## src/rtl/dht11_ascii_reporter.sv

```systemverilog
`default_nettype none
// ============================================================================
//  Module      : dht11_ascii_reporter
//  Description : Captures a DHT11 measurement word on request, converts the
//                integer fields to decimal by repeated subtraction of 10, and
//                streams "H=hh.d% T=tt.dC<CR><LF>" one byte at a time over a
//                valid/ready handshake towards a UART transmitter.
//  Revision    : 1.0 - initial release
// ============================================================================
module dht11_ascii_reporter #(
  parameter bit EOL_CRLF        = 1'b1,  // 1: CR LF line end, 0: LF only
  parameter bit DASH_ON_INVALID = 1'b1   // 1: bad checksum prints '-' digits
) (
  input  logic        clk,
  input  logic        rst,
  input  logic [31:0] i_data,
  input  logic        i_valid,
  input  logic        i_send,
  input  logic        tx_ready,
  output logic [7:0]  tx_data,
  output logic        tx_valid,
  output logic        o_busy,
  output logic        o_done
);

  // --------------------------------------------------------------------------
  // State encoding
  // --------------------------------------------------------------------------
  localparam logic [2:0] c_S_IDLE   = 3'd0;
  localparam logic [2:0] c_S_CONV_H = 3'd1;
  localparam logic [2:0] c_S_CONV_T = 3'd2;
  localparam logic [2:0] c_S_SEND   = 3'd3;
  localparam logic [2:0] c_S_DONE   = 3'd4;

  // Index of the final LF byte; the CR is dropped in LF-only mode.
  localparam logic [4:0] c_LAST_IDX = EOL_CRLF ? 5'd16 : 5'd15;

  localparam logic [7:0] c_ASCII_0    = 8'h30;
  localparam logic [7:0] c_ASCII_DASH = 8'h2D;

  // --------------------------------------------------------------------------
  // Registers
  // --------------------------------------------------------------------------
  logic [2:0] r_state;
  logic [4:0] r_idx;
  logic       r_valid_cap;
  logic [6:0] r_h_rem;    // humidity integer, becomes units digit after CONV_H
  logic [3:0] r_h_tens;
  logic [3:0] r_h_deci;
  logic [6:0] r_t_rem;    // temperature integer, becomes units digit after CONV_T
  logic [3:0] r_t_tens;
  logic [3:0] r_t_deci;
  logic [7:0] r_tx_data;
  logic       r_tx_valid;
  logic       r_busy;
  logic       r_done;

  // --------------------------------------------------------------------------
  // Capture-time clamping of the raw sensor fields
  // --------------------------------------------------------------------------
  logic [6:0] w_h_int_clamp;
  logic [3:0] w_h_deci_clamp;
  logic [6:0] w_t_int_clamp;
  logic [3:0] w_t_deci_clamp;

  assign w_h_int_clamp  = (i_data[31:24] > 8'd99) ? 7'd99 : i_data[30:24];
  assign w_h_deci_clamp = (i_data[23:16] > 8'd9)  ? 4'd9  : i_data[19:16];
  assign w_t_int_clamp  = (i_data[15:8]  > 8'd99) ? 7'd99 : i_data[14:8];
  assign w_t_deci_clamp = (i_data[7:0]   > 8'd9)  ? 4'd9  : i_data[3:0];

  // --------------------------------------------------------------------------
  // ASCII digit characters, replaced by '-' when the checksum was bad
  // --------------------------------------------------------------------------
  logic       w_dash;
  logic [7:0] w_ch_h_tens;
  logic [7:0] w_ch_h_unit;
  logic [7:0] w_ch_h_deci;
  logic [7:0] w_ch_t_tens;
  logic [7:0] w_ch_t_unit;
  logic [7:0] w_ch_t_deci;

  assign w_dash      = DASH_ON_INVALID && !r_valid_cap;
  assign w_ch_h_tens = w_dash ? c_ASCII_DASH : (c_ASCII_0 + {4'd0, r_h_tens});
  assign w_ch_h_unit = w_dash ? c_ASCII_DASH : (c_ASCII_0 + {1'b0, r_h_rem});
  assign w_ch_h_deci = w_dash ? c_ASCII_DASH : (c_ASCII_0 + {4'd0, r_h_deci});
  assign w_ch_t_tens = w_dash ? c_ASCII_DASH : (c_ASCII_0 + {4'd0, r_t_tens});
  assign w_ch_t_unit = w_dash ? c_ASCII_DASH : (c_ASCII_0 + {1'b0, r_t_rem});
  assign w_ch_t_deci = w_dash ? c_ASCII_DASH : (c_ASCII_0 + {4'd0, r_t_deci});

  // --------------------------------------------------------------------------
  // Byte that follows the one currently presented
  // --------------------------------------------------------------------------
  logic [4:0] w_next_idx;
  logic [7:0] w_next_byte;

  assign w_next_idx = r_idx + 5'd1;

  // Message ROM indexed by the upcoming byte position.
  always_comb begin
    w_next_byte = 8'h00;
    case (w_next_idx)
      5'd0:    w_next_byte = 8'h48;          // 'H'
      5'd1:    w_next_byte = 8'h3D;          // '='
      5'd2:    w_next_byte = w_ch_h_tens;
      5'd3:    w_next_byte = w_ch_h_unit;
      5'd4:    w_next_byte = 8'h2E;          // '.'
      5'd5:    w_next_byte = w_ch_h_deci;
      5'd6:    w_next_byte = 8'h25;          // '%'
      5'd7:    w_next_byte = 8'h20;          // ' '
      5'd8:    w_next_byte = 8'h54;          // 'T'
      5'd9:    w_next_byte = 8'h3D;          // '='
      5'd10:   w_next_byte = w_ch_t_tens;
      5'd11:   w_next_byte = w_ch_t_unit;
      5'd12:   w_next_byte = 8'h2E;          // '.'
      5'd13:   w_next_byte = w_ch_t_deci;
      5'd14:   w_next_byte = 8'h43;          // 'C'
      5'd15:   w_next_byte = EOL_CRLF ? 8'h0D : 8'h0A;
      5'd16:   w_next_byte = 8'h0A;
      default: w_next_byte = 8'h00;
    endcase
  end

  // Report sequencer: capture, two decimal conversions, then byte streaming.
  always_ff @(posedge clk) begin
    if (rst) begin
      r_state     <= c_S_IDLE;
      r_idx       <= 5'd0;
      r_valid_cap <= 1'b0;
      r_h_rem     <= 7'd0;
      r_h_tens    <= 4'd0;
      r_h_deci    <= 4'd0;
      r_t_rem     <= 7'd0;
      r_t_tens    <= 4'd0;
      r_t_deci    <= 4'd0;
      r_tx_data   <= 8'h00;
      r_tx_valid  <= 1'b0;
      r_busy      <= 1'b0;
      r_done      <= 1'b0;
    end else begin
      r_done <= 1'b0;
      case (r_state)
        c_S_IDLE: begin
          if (i_send) begin
            r_valid_cap <= i_valid;
            r_h_rem     <= w_h_int_clamp;
            r_h_deci    <= w_h_deci_clamp;
            r_t_rem     <= w_t_int_clamp;
            r_t_deci    <= w_t_deci_clamp;
            r_h_tens    <= 4'd0;
            r_t_tens    <= 4'd0;
            r_idx       <= 5'd0;
            r_busy      <= 1'b1;
            r_state     <= c_S_CONV_H;
          end
        end

        c_S_CONV_H: begin
          if (r_h_rem >= 7'd10) begin
            r_h_rem  <= r_h_rem - 7'd10;
            r_h_tens <= r_h_tens + 4'd1;
          end else begin
            r_state <= c_S_CONV_T;
          end
        end

        c_S_CONV_T: begin
          if (r_t_rem >= 7'd10) begin
            r_t_rem  <= r_t_rem - 7'd10;
            r_t_tens <= r_t_tens + 4'd1;
          end else begin
            // First byte is the constant 'H', so it can be loaded directly.
            r_idx      <= 5'd0;
            r_tx_data  <= 8'h48;
            r_tx_valid <= 1'b1;
            r_state    <= c_S_SEND;
          end
        end

        c_S_SEND: begin
          if (r_tx_valid && tx_ready) begin
            if (r_idx == c_LAST_IDX) begin
              r_tx_valid <= 1'b0;
              r_done     <= 1'b1;
              r_state    <= c_S_DONE;
            end else begin
              r_idx     <= w_next_idx;
              r_tx_data <= w_next_byte;
            end
          end
        end

        c_S_DONE: begin
          r_idx   <= 5'd0;
          r_busy  <= 1'b0;
          r_state <= c_S_IDLE;
        end

        default: begin
          r_tx_valid <= 1'b0;
          r_busy     <= 1'b0;
          r_state    <= c_S_IDLE;
        end
      endcase
    end
  end

  assign tx_data  = r_tx_data;
  assign tx_valid = r_tx_valid;
  assign o_busy   = r_busy;
  assign o_done   = r_done;

endmodule
`default_nettype wire

```

## config.mk

```make
export PLATFORM = sky130hd
export DESIGN_NAME = dht11_ascii_reporter
export DESIGN_NICKNAME = d
export VERILOG_FILES = /design/src/rtl/dht11_ascii_reporter.sv
export SDC_FILE = /design/constraint.sdc
export NUM_CORES = 1
export LEC_CHECK = 0
export CAP_MARGIN = 20
export CORE_MARGIN = 10
export CORE_UTILIZATION = 55
export CTS_CLUSTER_DIAMETER = 80
export CTS_CLUSTER_SIZE = 28
export DETAILED_ROUTE_END_ITERATION = 12
export DONT_BUFFER_PORTS = 1
export PLACE_DENSITY_LB_ADDON = 0.3
export SYNTH_ARGS = -nofsm -noshare
export SYNTH_HDL_FRONTEND = slang
export SYNTH_SLANG_ARGS = --single-unit
export TNS_END_PERCENT = 50
```

## constraint.sdc

```tcl
create_clock -name clk -period 2.4 [get_ports clk]
set_clock_uncertainty 0.05 [all_clocks]
set_input_delay 0.24 -clock clk [delete_from_list [all_inputs] [get_ports clk]]
set_output_delay 0.24 -clock clk [all_outputs]
set_load 0.03 [all_outputs]
```

==> summary.txt, run 1 <==
Synth
  • Top-area cell type share of the netlist area: 0.266
  • Sequential area share after synthesis: 0.266
  • Post-synth top area cell: dfxtp_1
  • Most frequent cell after synthesis: nor2_1
  • Post-Syn Area per Cell: 7.41 µm²
  • Synth Cell Area: 3760 µm²
  • Synth Warn #: 0
  • Number of synthesized flops with an enable pin: 0
  • Async SR Flop Fraction: 0
  • Mapped Nets: 557
  • Synth cell types: 73
  • Register bit count reported by yosys: 50
  • Ys flop type: dfxtp_1
  • Most frequent cells after synthesis: nor2_1 (53), dfxtp_1 (50), nand2_1 (47), a21oi_1 (37), o21ai_0 (33)
  • Area contributors post-synth: dfxtp_1 (27%), nor2_1 (5.3%), a21oi_1 (4.9%)
  • Synth Instances: 507

Global routing
  • Number of global-route vias before repair: 3718
  • Total GRT Usage: 0.229
  • Initial antenna violation count: 0
  • First-pass GRT wire length: 19200 µm
  • Pin count of the biggest net entering global routing: 45
  • Total grt overflow: 0

Detailed routing
  • Via-to-Cell Ratio: 6.56
  • Detailed-route via count: 3954
  • Met3 Wirelength: 987 µm
  • Met2 wire length: 5320 µm
  • Metal1 wirelength: 5420 µm
  • First-pass iteration count of the detailed router: 5
  • Routed WL: 12100 µm
  • Routed wire per std cell: 20.0 µm
  • Antenna-violating nets left: 0
  • Max Used Layer: met4
  • Initial DRC Count: 360
  • DR DRC count: 0

Worst setup path
  • Slowest-stage cell, CP: dfxtp_1
  • CP required: 2.61 ns
  • WP buf/inv: 1
  • Critical path endpoint category: register
  • Crit path max-delay family: compound AO/OA/AOI/OAI gates
  • CP Cell Sequence: buf_12, nand3_1, xnor2_1, nand2_1, a2111oi_0, nor4_1, o21ai_1
  • WP data arrival: 2.54 ns
  • Crit-path max cell delay: 0.58 ns
  • Worst setup path class: reg2reg
  • Worst Path Max Fanout: 28
  • Startpoint types: register

CTS
  • CTS Sinks: 50
  • CTS max path bufs: 2
  • Skew-Pair Late Insertion Delay: 0.32 ns
  • Root buffer cell: clkbuf_8
  • H-tree depth: 2
  • CTS tree: yes
  • Total CTS buffers: 5
  • Reg clk slew, reported paths: 0.11 ns
  • Setup Buffers After CTS: 0

Timing
  • Slew Limit Fails: 0
  • RSZ-0062 raised after global routing: false
  • Hold_ws: 0.0156 ns
  • TNS Setup: 0 ns
  • Final Setup Violations: 0
  • Rel. slew slack: 0.575
  • Period minus WS final: 2.33 ns
  • Slew @ Worst Pin: 0.636 ns
  • Crit share post-route: 0.970
  • Maximum clock frequency: 429 MHz
  • Final Hold Viols: 0

Placed design
  • Port bufs: 0
  • Gpl congestion: 1.03
  • Dpl hpwl: 9360 µm
  • Post-placement cell count: 594

Hold path
  • Worst min path class: in2reg

Die
  • Initial core utilization: 0.559
  • Core ar.: 6720 µm²
  • # IOs: 48
  • Chip height: 103 µm
  • Die ar.: 10500 µm²
  • Die width: 103 µm
  • Cell Rows: 30

Flow run
  • # Max-Cap Violations: 0

Layout
  • Area Growth Syn to Fin: 10.6%
  • Final core occ: 0.619
  • Cell Count, Final, Fillers Out: 603
  • Final nets: 572
  • Layout cell share with drive strength beyond 1: 0.153
  • Diode count: 0

Power and ir drop
  • P_leak: 1.53 nW
  • Pwr/cell area: 757 nW/µm²
  • Design Power: 0.00314 W
  • Maximum vdd drop: 0.740 mV

Outcome
  • Status: finished clean
==> registers in the layout, indices dropped and copies added, names as in the netlist <==
name         flops
r_idx            5
o_busy           1
r_h_deci         4
r_state          3
r_t_tens         4
r_t_rem          7
r_h_rem          7
tx_valid         1
tx_data          8
r_h_tens         4
o_done           1
r_valid_cap      1
r_t_deci         4
==> final timing paths <==
path                    start  cells past startpoint     endpoint  slack [ns]
setup / recovery     r_idx[3]                      7   tx_data[0]        0.07
hold / removal        i_valid                      2  r_valid_cap        0.02
setup reg to reg     r_idx[3]                      7   tx_data[0]        0.07
hold reg to reg   r_h_deci[3]                      2  r_h_deci[3]        0.47
==> cells by family after synthesis <==
logic type,after synthesis,synth area share
AO/OA/AOI/OAI,166,0.300
flip-flops,50,0.266
AND/OR/NAND/NOR,209,0.283
buffers and inverters,52,0.0643
multiplexers,7,0.0200
XOR/XNOR,10,0.0233
adder cells (fa/ha/maj),13,0.0433
==> cells in the final DEF, fill, tap and decap left out, drive strengths merged, types with 13 or more instances in the layout <==
cell type,instances
nor3,21
buf,43
nor2b,13
a21oi,38
ha,13
inv,18
nand3,20
nor2,54
o21ai,42
nand2,47
dfxtp,50
==> per-stage QoR <==
step,worst slack (ns),area (µm²)
5_1_grt,0.0123,4160
3_3_place_gp,0.0407,4010
3_5_place_dp,0.0378,4010
4_1_cts,0.0160,4130
6_report,0.0716,4160
2_1_floorplan,0.0202,3760
==> power by group <==
group          internal, W  leakage (nW)  total [W]  switching (W)
Sequential        0.000988         0.409    0.00122       0.000232
Combinational     0.000552          1.08    0.00139       0.000839
Clock             0.000217        0.0502   0.000534       0.000317
Total              0.00176          1.53    0.00314        0.00139
==> routing by layer <==
layer,up-vias,GRT usage
met5,-,0
met4,0,0.0944
met3,28,0.0543
met2,158,0.342
met1,1861,0.307
li1,1907,-
==> timing repair <==
item	in CTS	in global routing
endpoints found under the hold margin	44	0
gates resized for setup	0	9
setup endpoints to repair	0	12
hold buffers	1	0
==> layout make-up <==
class | count | area (µm²)
sequential | 50 | 1000
multi-input combinational | 405 | 2540
clock buffer | 5 | 68.8
inverter | 17 | 63.8
fill | 623 | 2560
timing repair buffer | 43 | 348
tap | 80 | 100
clock inverter | 3 | 28.8
No activity file was read; power rests on OpenSTA's default activity.
==> run 2: changes to the inputs <==
--- a/config.mk
+++ b/config.mk
@@ -5,6 +5,7 @@
 export SDC_FILE = /design/constraint.sdc
 export NUM_CORES = 1
 export LEC_CHECK = 0
+export ABC_AREA = 1
 export CAP_MARGIN = 20
 export CORE_MARGIN = 10
 export CORE_UTILIZATION = 55
@@ -13,6 +14,7 @@
 export DETAILED_ROUTE_END_ITERATION = 12
 export DONT_BUFFER_PORTS = 1
 export PLACE_DENSITY_LB_ADDON = 0.3
+export RECOVER_POWER = 100
 export SYNTH_ARGS = -nofsm -noshare
 export SYNTH_HDL_FRONTEND = slang
 export SYNTH_SLANG_ARGS = --single-unit
==> run 2 against run 1 <==
Compared with the run above: synthesized cell count up 0.39%; fmax up 11%; register-to-register slack better by 0.23 ns; hold slack better by 0.029 ns; sequential share of layout area up 4.4 points; final cell count down 2.8%; largest power group unchanged; die area down 9.0%; total power up 15%.
==> summary.txt, run 2 <==
Outcome
  • Status: finished clean

Worst setup path
  • Critical path endpoint category: register
  • WP buf/inv: 2
  • Worst Path Max Fanout: 11
  • WP data arrival: 2.25 ns
  • Startpoint types: register
  • Crit path max-delay family: simple AND/OR/NAND/NOR gates
  • Setup slack, reg-to-reg: 0.30 ns
  • CP required: 2.55 ns
  • Worst setup path class: reg2reg
  • Crit-path max cell delay: 0.40 ns
  • Slowest-stage cell, CP: dfxtp_1
  • CP Cell Sequence: inv_1, ha_1, or2_1, nand3_1, nor2_1, nand3_1, nand2_1, inv_2, nand2_1, xor2_1, nor2_1

Die
  • Die width: 97.9 µm
  • Cell Rows: 28
  • # IOs: 48
  • Die ar.: 9590 µm²
  • Initial core utilization: 0.564
  • Core ar.: 5920 µm²
  • Chip height: 97.9 µm

Synth
  • Async SR Flop Fraction: 0
  • Number of synthesized flops with an enable pin: 0
  • Post-Syn Area per Cell: 6.56 µm²
  • Top-area cell type share of the netlist area: 0.300
  • Mapped Nets: 559
  • Register bit count reported by yosys: 50
  • Sequential area share after synthesis: 0.300
  • Post-synth top area cell: dfxtp_1
  • Synth cell types: 42
  • Synth Instances: 509
  • Synth Cell Area: 3340 µm²
  • Ys flop type: dfxtp_1
  • Area contributors post-synth: dfxtp_1 (30%), nand2_1 (12%), o21ai_0 (7.8%)
  • Most frequent cell after synthesis: nand2_1
  • Synth Warn #: 0
  • Most frequent cells after synthesis: nand2_1 (103), nor2_1 (52), o21ai_0 (52), inv_1 (51), dfxtp_1 (50)

Global routing
  • Total GRT Usage: 0.177
  • Total grt overflow: 0
  • Pin count of the biggest net entering global routing: 27
  • Initial antenna violation count: 0
  • First-pass GRT wire length: 14600 µm
  • Number of global-route vias before repair: 3180

Flow run
  • # Max-Cap Violations: 0

CTS
  • Skew-Pair Late Insertion Delay: 0.31 ns
  • CTS Sinks: 50
  • # resized after CTS: 0
  • Total CTS buffers: 5
  • CTS tree: yes
  • Root buffer cell: clkbuf_8
  • CTS max path bufs: 2
  • Reg clk slew, reported paths: 0.09 ns
  • Setup Buffers After CTS: 0
  • Hold buffer count at cts: 1
  • H-tree depth: 2

Layout
  • Most common cell after layout, fill and taps aside: nand2_1
  • Number of fill cells in the layout: 573
  • Layout cell share with drive strength beyond 1: 0.102
  • Diode count: 0
  • Most frequent cells in the layout: nand2_1 (103), nor2_1 (53), o21ai_0 (53), inv_1 (52), dfxtp_1 (50)
  • Area Growth Syn to Fin: 5.10%
  • Final nets: 560
  • Cell Count, Final, Fillers Out: 586
  • Max reg flops: 8
  • Design Area, Final: 3510 µm²

Timing
  • Slew @ Worst Pin: 1.01 ns
  • Final Hold Viols: 0
  • Period minus WS final: 2.10 ns
  • Maximum clock frequency: 477 MHz
  • RSZ-0062 raised after global routing: false
  • TNS Setup: 0 ns
  • Hold_ws: 0.0450 ns
  • Slew Limit Fails: 0
  • Final Setup Violations: 0
  • Rel. slew slack: 0.324
  • Crit share post-route: 0.873

Detailed routing
  • Antenna-violating nets left: 0
  • First-pass iteration count of the detailed router: 4
  • Via-to-Cell Ratio: 5.74
  • Routed wire per std cell: 14.7 µm
  • Detailed-route via count: 3366
  • DR DRC count: 0
  • Initial DRC Count: 304
  • Routed WL: 8630 µm

Hold path
  • Worst min path class: in2reg

Placed design
  • Gpl congestion: 0.933
  • Post-placement cell area: 3420 µm²
  • Port bufs: 0
  • Post-placement cell count: 577
  • Dpl hpwl: 6780 µm

Power and ir drop
  • Maximum vdd drop: 0.573 mV
  • Design Power: 0.00361 W
  • Pwr/cell area: 1030 nW/µm²
  • P_leak: 1.48 nW
-- run 2: cell types whose count changed in the layout (fill, tap and decap cells not counted), sizes merged, moves of 8 or more --
cell,change
a22oi,-8
nor3,-15
nor2,+13
a21oi,+10
buf,-37
inv,+44
nand3,+22
o21ai,+16
nand2,+63
nor2b,-13
-- run 2: kinds of logic (layout without fill, tap and decap cells) --
| kind of cell | count (synthesis) | after routing | synth area share |
|---|---|---|---|
| XOR/XNOR | 3 | 3 | 0.00787 |
| AND/OR/NAND/NOR | 242 | 242 | 0.352 |
| flip-flops | 50 | 50 | 0.300 |
| adder cells (fa/ha/maj) | 13 | 13 | 0.0487 |
| buffers and inverters | 76 | 78 | 0.0914 |
| AO/OA/AOI/OAI | 125 | 125 | 0.200 |
-- run 2: report_power, final --
part / internal, W / switching (W) / total [W]
clock network: 0.000232 / 0.000286 / 0.000518
registers: 0.00101 / 0.000213 / 0.00123
logic: 0.000580 / 0.00128 / 0.00186
total: 0.00183 / 0.00178 / 0.00361
-- run 2: worst paths after layout --
kind	end	start	depth (start not counted)
hold reg to reg	r_h_deci[1]	r_h_deci[1]	2
setup reg to reg	r_h_tens[2]	r_h_rem[1]	11
setup / recovery	r_h_tens[2]	r_h_rem[1]	11
hold / removal	r_t_deci[1]	i_data[1]	2
-- run 2: area by class of cell --
type	count	area [µm²]	area share
sequential	50	1000	0.285
clock inverter	2	12.5	0.00357
multi-input combinational	383	2030	0.577
clock buffer	6	82.6	0.0235
timing repair buffer	8	58.8	0.0168
inverter	62	235	0.0670
tap	75	93.8	0.0267
-- run 2: per-layer routing --
| layer | GRT usage | routed length (µm) | up-vias |
|---|---|---|---|
| met4 | 0.0727 | 218 | 0 |
| met1 | 0.211 | 3720 | 1552 |
| met2 | 0.295 | 4140 | 101 |
| met5 | 0 | 0 | - |
| li1 | - | - | 1694 |
| met3 | 0.0416 | 556 | 19 |
-- run 2: metrics by stage --
step / setup WS, ns / util
2_1_floorplan: 0.648 / -
3_3_place_gp: 0.381 / 0.577
3_5_place_dp: 0.346 / 0.577
4_1_cts: 0.315 / 0.595
5_1_grt: 0.0768 / 0.593
6_report: 0.304 / 0.593
==> run 3: changes to the inputs <==
--- a/config.mk
+++ b/config.mk
@@ -7,6 +7,7 @@
 export LEC_CHECK = 0
 export ABC_AREA = 1
 export CAP_MARGIN = 20
+export CORE_ASPECT_RATIO = 0.6
 export CORE_MARGIN = 10
 export CORE_UTILIZATION = 55
 export CTS_CLUSTER_DIAMETER = 80
==> run 3 against run 2 <==
Compared with the run above: combinational power increased by 8%; flip-flop and latch count unchanged; setup slack got worse by 0.13 ns; final cell count increased by 1.4%; clock power increased by 26%; hold slack got worse by 0.026 ns; via count increased by 5.9%; register-to-register slack got worse by 0.13 ns; final area increased by 1.5%; critical path depth increased by 3; fmax decreased by 6.0%; largest cell class unchanged; largest power group unchanged.
==> summary.txt, run 3 (same netlist as run 2, synthesis figures left out) <==
Die
  • Core ar.: 5730 µm²
  • Die width: 121 µm
  • Die ar.: 9690 µm²
  • Cell Rows: 21
  • # IOs: 48
  • Chip height: 80.4 µm
  • Initial core utilization: 0.583

Power and ir drop
  • Maximum vdd drop: 0.635 mV
  • Sw Share: 0.498
  • Int Power: 0.00195 W
  • Pwr/cell area: 1090 nW/µm²
  • Register share of total power: 0.319
  • Combinational power share: 0.514
  • P_leak: 1.50 nW
  • Clock network fraction of total power: 0.168
  • Total net switching power: 0.00194 W

Flow run
  • # Max-Cap Violations: 0

Detailed routing
  • Via-to-Cell Ratio: 6.00
  • Metal1 wirelength: 4790 µm
  • DR DRC count: 0
  • Met2 wire length: 4220 µm
  • Routed WL: 10400 µm
  • Met3 Wirelength: 1380 µm
  • Detailed-route via count: 3566
  • Antenna-violating nets left: 0
  • Max Used Layer: met4
  • Routed wire per std cell: 17.6 µm
  • First-pass iteration count of the detailed router: 6
  • Initial DRC Count: 452

Global routing
  • First-pass GRT wire length: 16600 µm
  • Number of global-route vias before repair: 3175
  • Pin count of the biggest net entering global routing: 26
  • Total grt overflow: 0
  • Total GRT Usage: 0.211
  • Initial antenna violation count: 1

Layout
  • Max reg flops: 8
  • Design Area, Final: 3560 µm²
  • Final nets: 563
  • Area Growth Syn to Fin: 6.71%
  • Most common cell after layout, fill and taps aside: nand2_1
  • Number of fill cells in the layout: 547
  • Most frequent cells in the layout: nand2_1 (103), inv_1 (52), nor2_1 (52), o21ai_0 (52), dfxtp_1 (50)
  • Diode count: 0
  • Layout cell share with drive strength beyond 1: 0.107

CTS
  • Total CTS buffers: 5
  • Root buffer cell: clkbuf_8
  • Setup Buffers After CTS: 0
  • CTS Sinks: 50
  • CTS max path bufs: 2
  • CTS tree: yes
  • H-tree depth: 2
  • Reg clk slew, reported paths: 0.10 ns
  • Skew-Pair Late Insertion Delay: 0.31 ns

Placed design
  • Dpl hpwl: 8080 µm
  • Gpl congestion: 1.08
  • Port bufs: 0
  • Post-placement cell area: 3440 µm²
  • Dpl ws: 0.292 ns

Timing
  • Slew @ Worst Pin: 1.10 ns
  • TNS Setup: 0 ns
  • Period minus WS final: 2.23 ns
  • RSZ-0062 raised after global routing: false
  • Rel. slew slack: 0.268
  • Crit share post-route: 0.929
  • Hold_ws: 0.0190 ns
  • Final WS setup: 0.171 ns
  • Maximum clock frequency: 449 MHz
  • Final Hold Viols: 0
  • Slew Limit Fails: 0
  • Final Setup Violations: 0

Worst setup path
  • Worst Path Max Fanout: 8
  • WP data arrival: 2.40 ns
  • Startpoint types: register
  • Critical path endpoint category: register
  • Worst setup path class: reg2reg
  • CP required: 2.57 ns

Outcome
  • Status: finished clean

Hold path
  • Worst min path class: in2reg
## run 3: cell types whose count changed in the layout (fill, tap and decap cells not counted), sizes merged
cell,change
buf,+2
clkbuf,+1
clkinv,-1
bufinv,+1
clkinvlp,-1
inv,+1
## run 3: area by class of cell
class / count / area (µm²) / share of cell area
multi-input combinational: 383 / 2030 / 0.569
sequential: 50 / 1000 / 0.281
inverter: 62 / 235 / 0.0660
tap: 80 / 100 / 0.0281
clock buffer: 6 / 82.6 / 0.0232
timing repair buffer: 11 / 77.6 / 0.0218
clock inverter: 2 / 38.8 / 0.0109
## run 3: worst max-delay path, cell delays in order, from the launching register on
cell and delay (ns):
dfxtp_1 0.33, inv_1 0.12, ha_1 0.19, inv_1 0.04, nand2_1 0.11, nand2_1 0.09
nor2_1 0.11, o21ai_1 0.12, nand2_1 0.14, nand2_1 0.10, nor2_2 0.18, nand3b_2 0.22
inv_1 0.15, nand3_1 0.07, a21oi_1 0.12
## run 3: metrics by stage
step           std cells  utilization  total power (W)
2_1_floorplan        509            -          0.00266
5_1_grt              594        0.622          0.00416
3_5_place_dp         585        0.601          0.00317
4_1_cts              594        0.624          0.00384
3_3_place_gp         585        0.601          0.00314
6_report             594        0.622          0.00389
## run 3: what timing repair did
action / CTS / global route
hold endpoints to repair: 25 / 0
hold buffers: 1 / 0
endpoints found under the setup margin: 0 / 2
gates resized for setup: 0 / 1
## run 3: per-layer routing
metal | GRT usage | up-vias
li1 | - | 1702
met1 | 0.309 | 1636
met2 | 0.304 | 217
met3 | 0.0552 | 11
met4 | 0.0264 | 0
met5 | 0.0260 | -
## run 3: final timing paths
kind,start,to,slack (ns),cells after the start
worst max register to register,r_t_rem[2],r_idx[1],0.17,14
worst min register to register,tx_valid,o_done,0.45,2
worst min-delay path,rst,r_h_deci[2],0.02,1
worst max-delay path,r_t_rem[2],r_idx[1],0.17,14
## run 3: power groups by stage
stage,clock network (W),registers (W),logic [W]
detailed placement,0,0.00125,0.00192
global placement,0,0.00124,0.00190
global route,0.000687,0.00126,0.00221
floorplan,0,0.00120,0.00146
CTS,0.000658,0.00123,0.00195
finish,0.000652,0.00124,0.00200
